## src/rtl/decode_stage.sv

```systemverilog
// Decode stage: field split, 8x16 register file with write-through read,
// RAW hazard detection against the ALU-stage destination, bubble insertion.
module decode_stage (
    input  logic        clk,
    input  logic        reset,
    input  logic        enable,
    input  logic [15:0] inst,
    input  logic        inst_valid,
    output logic        inst_ready,
    input  logic [15:0] wb_data,
    input  logic [2:0]  wb_adr,
    input  logic        wb_we,
    output logic [15:0] regA,
    output logic [15:0] regB,
    output logic [3:0]  cop,
    output logic [2:0]  destReg_adr,
    output logic        we,
    output logic [2:0]  regA_adr,
    output logic [2:0]  regB_adr,
    output logic [2:0]  inst_freeBits,
    output logic [15:0] hazard_cnt
);

    typedef struct packed {
        logic [15:0] a;
        logic [15:0] b;
        logic [3:0]  cop;
        logic [2:0]  dest;
        logic        we;
        logic [2:0]  sa;
        logic [2:0]  sb;
        logic [2:0]  free;
    } id_ex_t;

    logic [15:0] rf_q [8];
    id_ex_t      out_q, out_d;
    logic [15:0] hcnt_q, hcnt_d;

    logic [3:0]  f_cop;
    logic [2:0]  f_dest, f_sa, f_sb, f_free;
    logic        is_nop, hazard;
    logic [15:0] rd_a, rd_b;

    assign f_cop  = inst[15:12];
    assign f_dest = inst[11:9];
    assign f_sa   = inst[8:6];
    assign f_sb   = inst[5:3];
    assign f_free = inst[2:0];
    assign is_nop = (f_cop == 4'd0);

    // RAW on the instruction currently held in the ALU-stage registers
    always_comb begin
        hazard = 1'b0;
        if (inst_valid && !is_nop && out_q.we) begin
            hazard = (f_sa == out_q.dest) || (f_sb == out_q.dest);
        end
    end

    assign inst_ready = enable && inst_valid && !hazard && !reset;

    // Operand read with same-cycle writeback forwarding
    always_comb begin
        rd_a = rf_q[f_sa];
        rd_b = rf_q[f_sb];
        if (wb_we && (wb_adr == f_sa)) rd_a = wb_data;
        if (wb_we && (wb_adr == f_sb)) rd_b = wb_data;
    end

    // Next state for ALU-stage registers and the hazard counter
    always_comb begin
        out_d  = out_q;
        hcnt_d = hcnt_q;
        if (enable) begin
            if (inst_ready) begin
                out_d.a    = rd_a;
                out_d.b    = rd_b;
                out_d.cop  = f_cop;
                out_d.dest = f_dest;
                out_d.we   = !is_nop;
                out_d.sa   = f_sa;
                out_d.sb   = f_sb;
                out_d.free = f_free;
            end else begin
                out_d = '0;
            end
            if (hazard && (hcnt_q != 16'hFFFF)) begin
                hcnt_d = hcnt_q + 16'd1;
            end
        end
    end

    // Pipeline registers and counter, reset has priority
    always_ff @(posedge clk) begin
        if (reset) begin
            out_q  <= '0;
            hcnt_q <= '0;
        end else begin
            out_q  <= out_d;
            hcnt_q <= hcnt_d;
        end
    end

    // Register file write port, independent of enable
    always_ff @(posedge clk) begin
        if (reset) begin
            for (int i = 0; i < 8; i++) rf_q[i] <= '0;
        end else if (wb_we) begin
            rf_q[wb_adr] <= wb_data;
        end
    end

    assign regA          = out_q.a;
    assign regB          = out_q.b;
    assign cop           = out_q.cop;
    assign destReg_adr   = out_q.dest;
    assign we            = out_q.we;
    assign regA_adr      = out_q.sa;
    assign regB_adr      = out_q.sb;
    assign inst_freeBits = out_q.free;
    assign hazard_cnt    = hcnt_q;

endmodule
```

## config.mk

```make
export PLATFORM = sky130hd
export DESIGN_NAME = decode_stage
export DESIGN_NICKNAME = d
export VERILOG_FILES = /design/src/rtl/decode_stage.sv
export SDC_FILE = /design/constraint.sdc
export NUM_CORES = 1
export LEC_CHECK = 0
export ABC_AREA = 1
export CAP_MARGIN = 20
export CORE_MARGIN = 8
export CORE_UTILIZATION = 50
export CTS_BUF_LIST = sky130_fd_sc_hd__clkbuf_4
export DETAILED_ROUTE_END_ITERATION = 8
export PLACE_DENSITY_LB_ADDON = 0.25
export SYNTH_ARGS = -nofsm -noshare
export SYNTH_HDL_FRONTEND = slang
export SYNTH_SLANG_ARGS = --single-unit
```

## constraint.sdc

```tcl
create_clock -name clk -period 2.4 [get_ports clk]
set_input_delay 0.48 -clock clk [delete_from_list [all_inputs] [get_ports clk]]
set_output_delay 0.48 -clock clk [all_outputs]
set_load 0.005 [all_outputs]
```

==> results.sh <==
export IMPL_muxShareOfSynthArea_pct=0
export IMPL_fin_nets=1529
export IMPL_seq_area_um2=5156
export IMPL_skew_ns=0.01735
export IMPL_final_max_slew_viol_count=0
export IMPL_syn_area_um2=10310
export IMPL_ctsHtreeMaxLevel=4
export IMPL_grt_pass1_vias=9165
export IMPL_viasPerCell=5.655
export IMPL_hold_class="in2reg"
export IMPL_yosys_warnings=0
export IMPL_grt_usage_pct=24.93
export IMPL_finalCritPeriodShare_pct=94.81
export IMPL_clkTransAtPathRegs_ns=0.16
export IMPL_path_buf_inv=3
export IMPL_antenna_left=0
export IMPL_dieArea_um2=25460
export IMPL_hold_viol_final=0
export IMPL_crit_slowest_cell="clkdlybuf4s50_1"
export IMPL_synth_common_cells="nand2_1 (408), nor2_1 (282), nand3_1 (248)"
export IMPL_drv_cap=0
export IMPL_synthArstFlopShare_pct=0
export IMPL_wire_per_inst_um=18.36
export IMPL_ys_types=33
export IMPL_yosys_area_share_simple_pct=38.98
export IMPL_globalplace_congestion=0.8663
export IMPL_antenna_found_initial=1
export IMPL_io_buffers=105
export IMPL_synth_most_common_cell="nand2_1"
export IMPL_rr_worst_depth=8
export IMPL_synth_top_area_share_pct=37.30
export IMPL_clk_latency_ns=0.59
export IMPL_routed_top_layer="met5"
export IMPL_max_slew_margin_pct=69.53
export IMPL_synth_flop_cell="edfxtp_1"
export IMPL_critPathMaxFanout=4
export IMPL_fin_ws_ns=0.1246
export IMPL_max_freq_mhz=439.5
export IMPL_critical_path_class="in2out"
export IMPL_cts_hold_buf=0
export IMPL_yosys_register_bits=193
export IMPL_layout_cells_non_filler=1772
export IMPL_met1_length_um=13300
export IMPL_cp_arrival_ns=1.80
export IMPL_critPathCaptureType="primary output"
export IMPL_row_count=52
export IMPL_post_dp_cell_area_um2=11910
export IMPL_syn_to_final_growth_pct=18.85
export IMPL_multiInputGateArea_um2=4483
export IMPL_via_count=10020
export IMPL_cts_sinks=193
export IMPL_cellPowerDensity_nw_per_um2=547.2
export IMPL_dpl_hpwl_um=22680
export IMPL_wl_um=32530
export IMPL_wl_met2_um=14120
export IMPL_root_buffer="clkbuf_4"
export IMPL_drive_gt1_share_pct=10.73
export IMPL_grt_pass1_wl_um=50020
export IMPL_post_place_cells=1737
export IMPL_worstHoldEndpoint="hazard_cnt[7]"
export IMPL_netlist_top_cells_area="edfxtp_1 (37%), nand2_1 (15%), dfxtp_1 (13%), nand3_1 (12%), nor2_1 (10%)"
export IMPL_reg2reg_to="hazard_cnt[3]"
export IMPL_overflow=0
export IMPL_initial_core_util_pct=50.93
export IMPL_min_from="reset"
export IMPL_synth_adder_area_share_pct=0.1214
export IMPL_final_fill_count=1825
export IMPL_core_um2=20230
export IMPL_cpLargestDelayFamily="buffers and inverters"
export IMPL_preCtsSetupSlack_ns=-0.1600
export IMPL_r2r_setup_slack_ns=0.50
export IMPL_grt_max_degree=65
export IMPL_crit_required_ns=1.92
export IMPL_vdd_drop_max_mv=0.3350
export IMPL_cts_buffers=17
export IMPL_first_iter_violations=1366
export IMPL_die_y_um=159.6
export IMPL_yosysSeqAreaShare_pct=49.92
export IMPL_synth_area_leader_cell="edfxtp_1"
export IMPL_worstPathCellList="clkdlybuf4s50_1 > nand2_1 > nand2_1 > nand3_2 > nand2_2 > nand2_4 > nand2_4 > inv_1 > dlygate4sd2_1"
export IMPL_finalInstanceArea_um2=12250
export IMPL_path_depth=9
export IMPL_die_w_um=159.6
export IMPL_worstMarginPinSlew_ns=0.4554
export IMPL_tritoncts="yes"
export IMPL_synth_xor_area_share_pct=1.360
export IMPL_drc=0
export IMPL_ios=106
export IMPL_setup_viol_count_final=0
export IMPL_critPathMaxStageDelay_ns=0.54
export IMPL_synth_top_family_by_area="simple AND/OR/NAND/NOR gates"
export IMPL_tns_ns=0
export IMPL_fin_crit_ns=2.275
export IMPL_synth_edf_count=128
export IMPL_reg2reg_from="hazard_cnt[0]"
export IMPL_avgSynthCellArea_um2=7.528
export IMPL_cts_path_max_buffers=2
export IMPL_synth_compound_area_share_pct=2.792
export IMPL_drt_first_pass_iters=6
export IMPL_holdWs_ns=0.3515
export IMPL_syn_num_nets=1410
export IMPL_syn_inst=1369
export IMPL_outcome="finished clean"
export IMPL_hold_path_depth=3
export IMPL_power_leakage_nw=4.938
export IMPL_wl_met3_um=4336
export IMPL_cp_start_kind="primary input"
-- cell type report --
cell class	instances	area share, %
Timing Repair Buffer	182	14.07
Inverter	68	2.104
Clock inverter	14	1.256
Antenna cell	1	0.02043
Tap cell	270	2.758
Clock buffer	18	1.103
Multi-Input combinational cell	1026	36.60
Sequential cell	193	42.09
-- power breakdown --
part	total [mW]	switching, mW	internal, mW
Combinational	1.08	0.691	0.390
Sequential	3.80	0.0963	3.70
Clock	1.83	1.18	0.645
-- worst max-delay path by stage --
stage | start | endpoint | slack (ns)
floorplan | reset | rf_q[0][0] | 0.30
global placement | inst[4] | inst_ready | -0.15
detailed placement | inst[4] | inst_ready | -0.16
CTS | destReg_adr[0] | inst_ready | 0.08
global route | destReg_adr[2] | inst_ready | -0.02
finish | inst[8] | inst_ready | 0.12
-- registers in the layout, summed over array words and instances, names as in the netlist --
name,count
destReg_adr,3
regA_adr,3
rf_q,128
regB,16
cop,4
inst_freeBits,3
regA,16
hazard_cnt,16
we,1
regB_adr,3
-- repair_timing --
action / in CTS / in global routing
gates resized for setup: 8 / 6
setup buffers: 2 / 0
pin swaps: 0 / 2
setup endpoints to repair: 1 / 1
-- cell usage in the layout, fill, tap and decap left out, types with 2 or more instances in the layout --
| cell type | instances |
|---|---|
| nand2_1 | 408 |
| nor2_1 | 282 |
| nand3_1 | 246 |
| edfxtp_1 | 128 |
| clkdlybuf4s50_1 | 99 |
| buf_4 | 68 |
| dfxtp_1 | 62 |
| inv_1 | 41 |
| a21oi_1 | 22 |
| clkinv_1 | 18 |
| clkbuf_4 | 18 |
| nand2_2 | 10 |
| inv_2 | 9 |
| a21oi_2 | 9 |
| buf_12 | 9 |
| xnor2_1 | 7 |
| o21ai_1 | 7 |
| xor2_1 | 7 |
| o21ai_0 | 6 |
| nor2_2 | 5 |
| nand3_2 | 3 |
| nand2_4 | 3 |
| clkinvlp_4 | 3 |
| inv_6 | 3 |
| dfxtp_4 | 3 |
| buf_2 | 3 |
| dlygate4sd2_1 | 3 |
| xnor2_2 | 2 |
| o21ai_2 | 2 |
| bufinv_16 | 2 |
| clkinvlp_2 | 2 |
| inv_8 | 2 |
-- logic make-up after synthesis --
group                    Yosys count
buffers and inverters            150
AND/OR/NAND/NOR                  962
XOR/XNOR                          16
AO/OA/AOI/OAI                     47
adder cells (fa/ha/maj)            1
flip-flops                       193
-- per-layer routing --
layer	global-route usage (%)	up-vias
met4	7.676	2
li1	-	4660
met3	7.110	89
met5	0	-
met2	37.66	668
met1	33.97	4601
-- worst reg2reg max path: stages, from the launching register on --
cell     delay, ns
dfxtp_1       0.44
ha_1          0.23
nand2_1       0.08
nor2_2        0.14
nand3_2       0.14
o21ai_4       0.36
buf_4         0.24
o21ai_0       0.10
a21oi_1       0.14
-- per-stage QoR --
step	utilization [%]	power (mW)
CTS	60.39	6.693
global route	60.54	6.942
detailed placement	58.86	4.919
floorplan	-	4.453
finish	60.54	6.703
global placement	58.86	4.896
(Power assumes the default switching activity.)
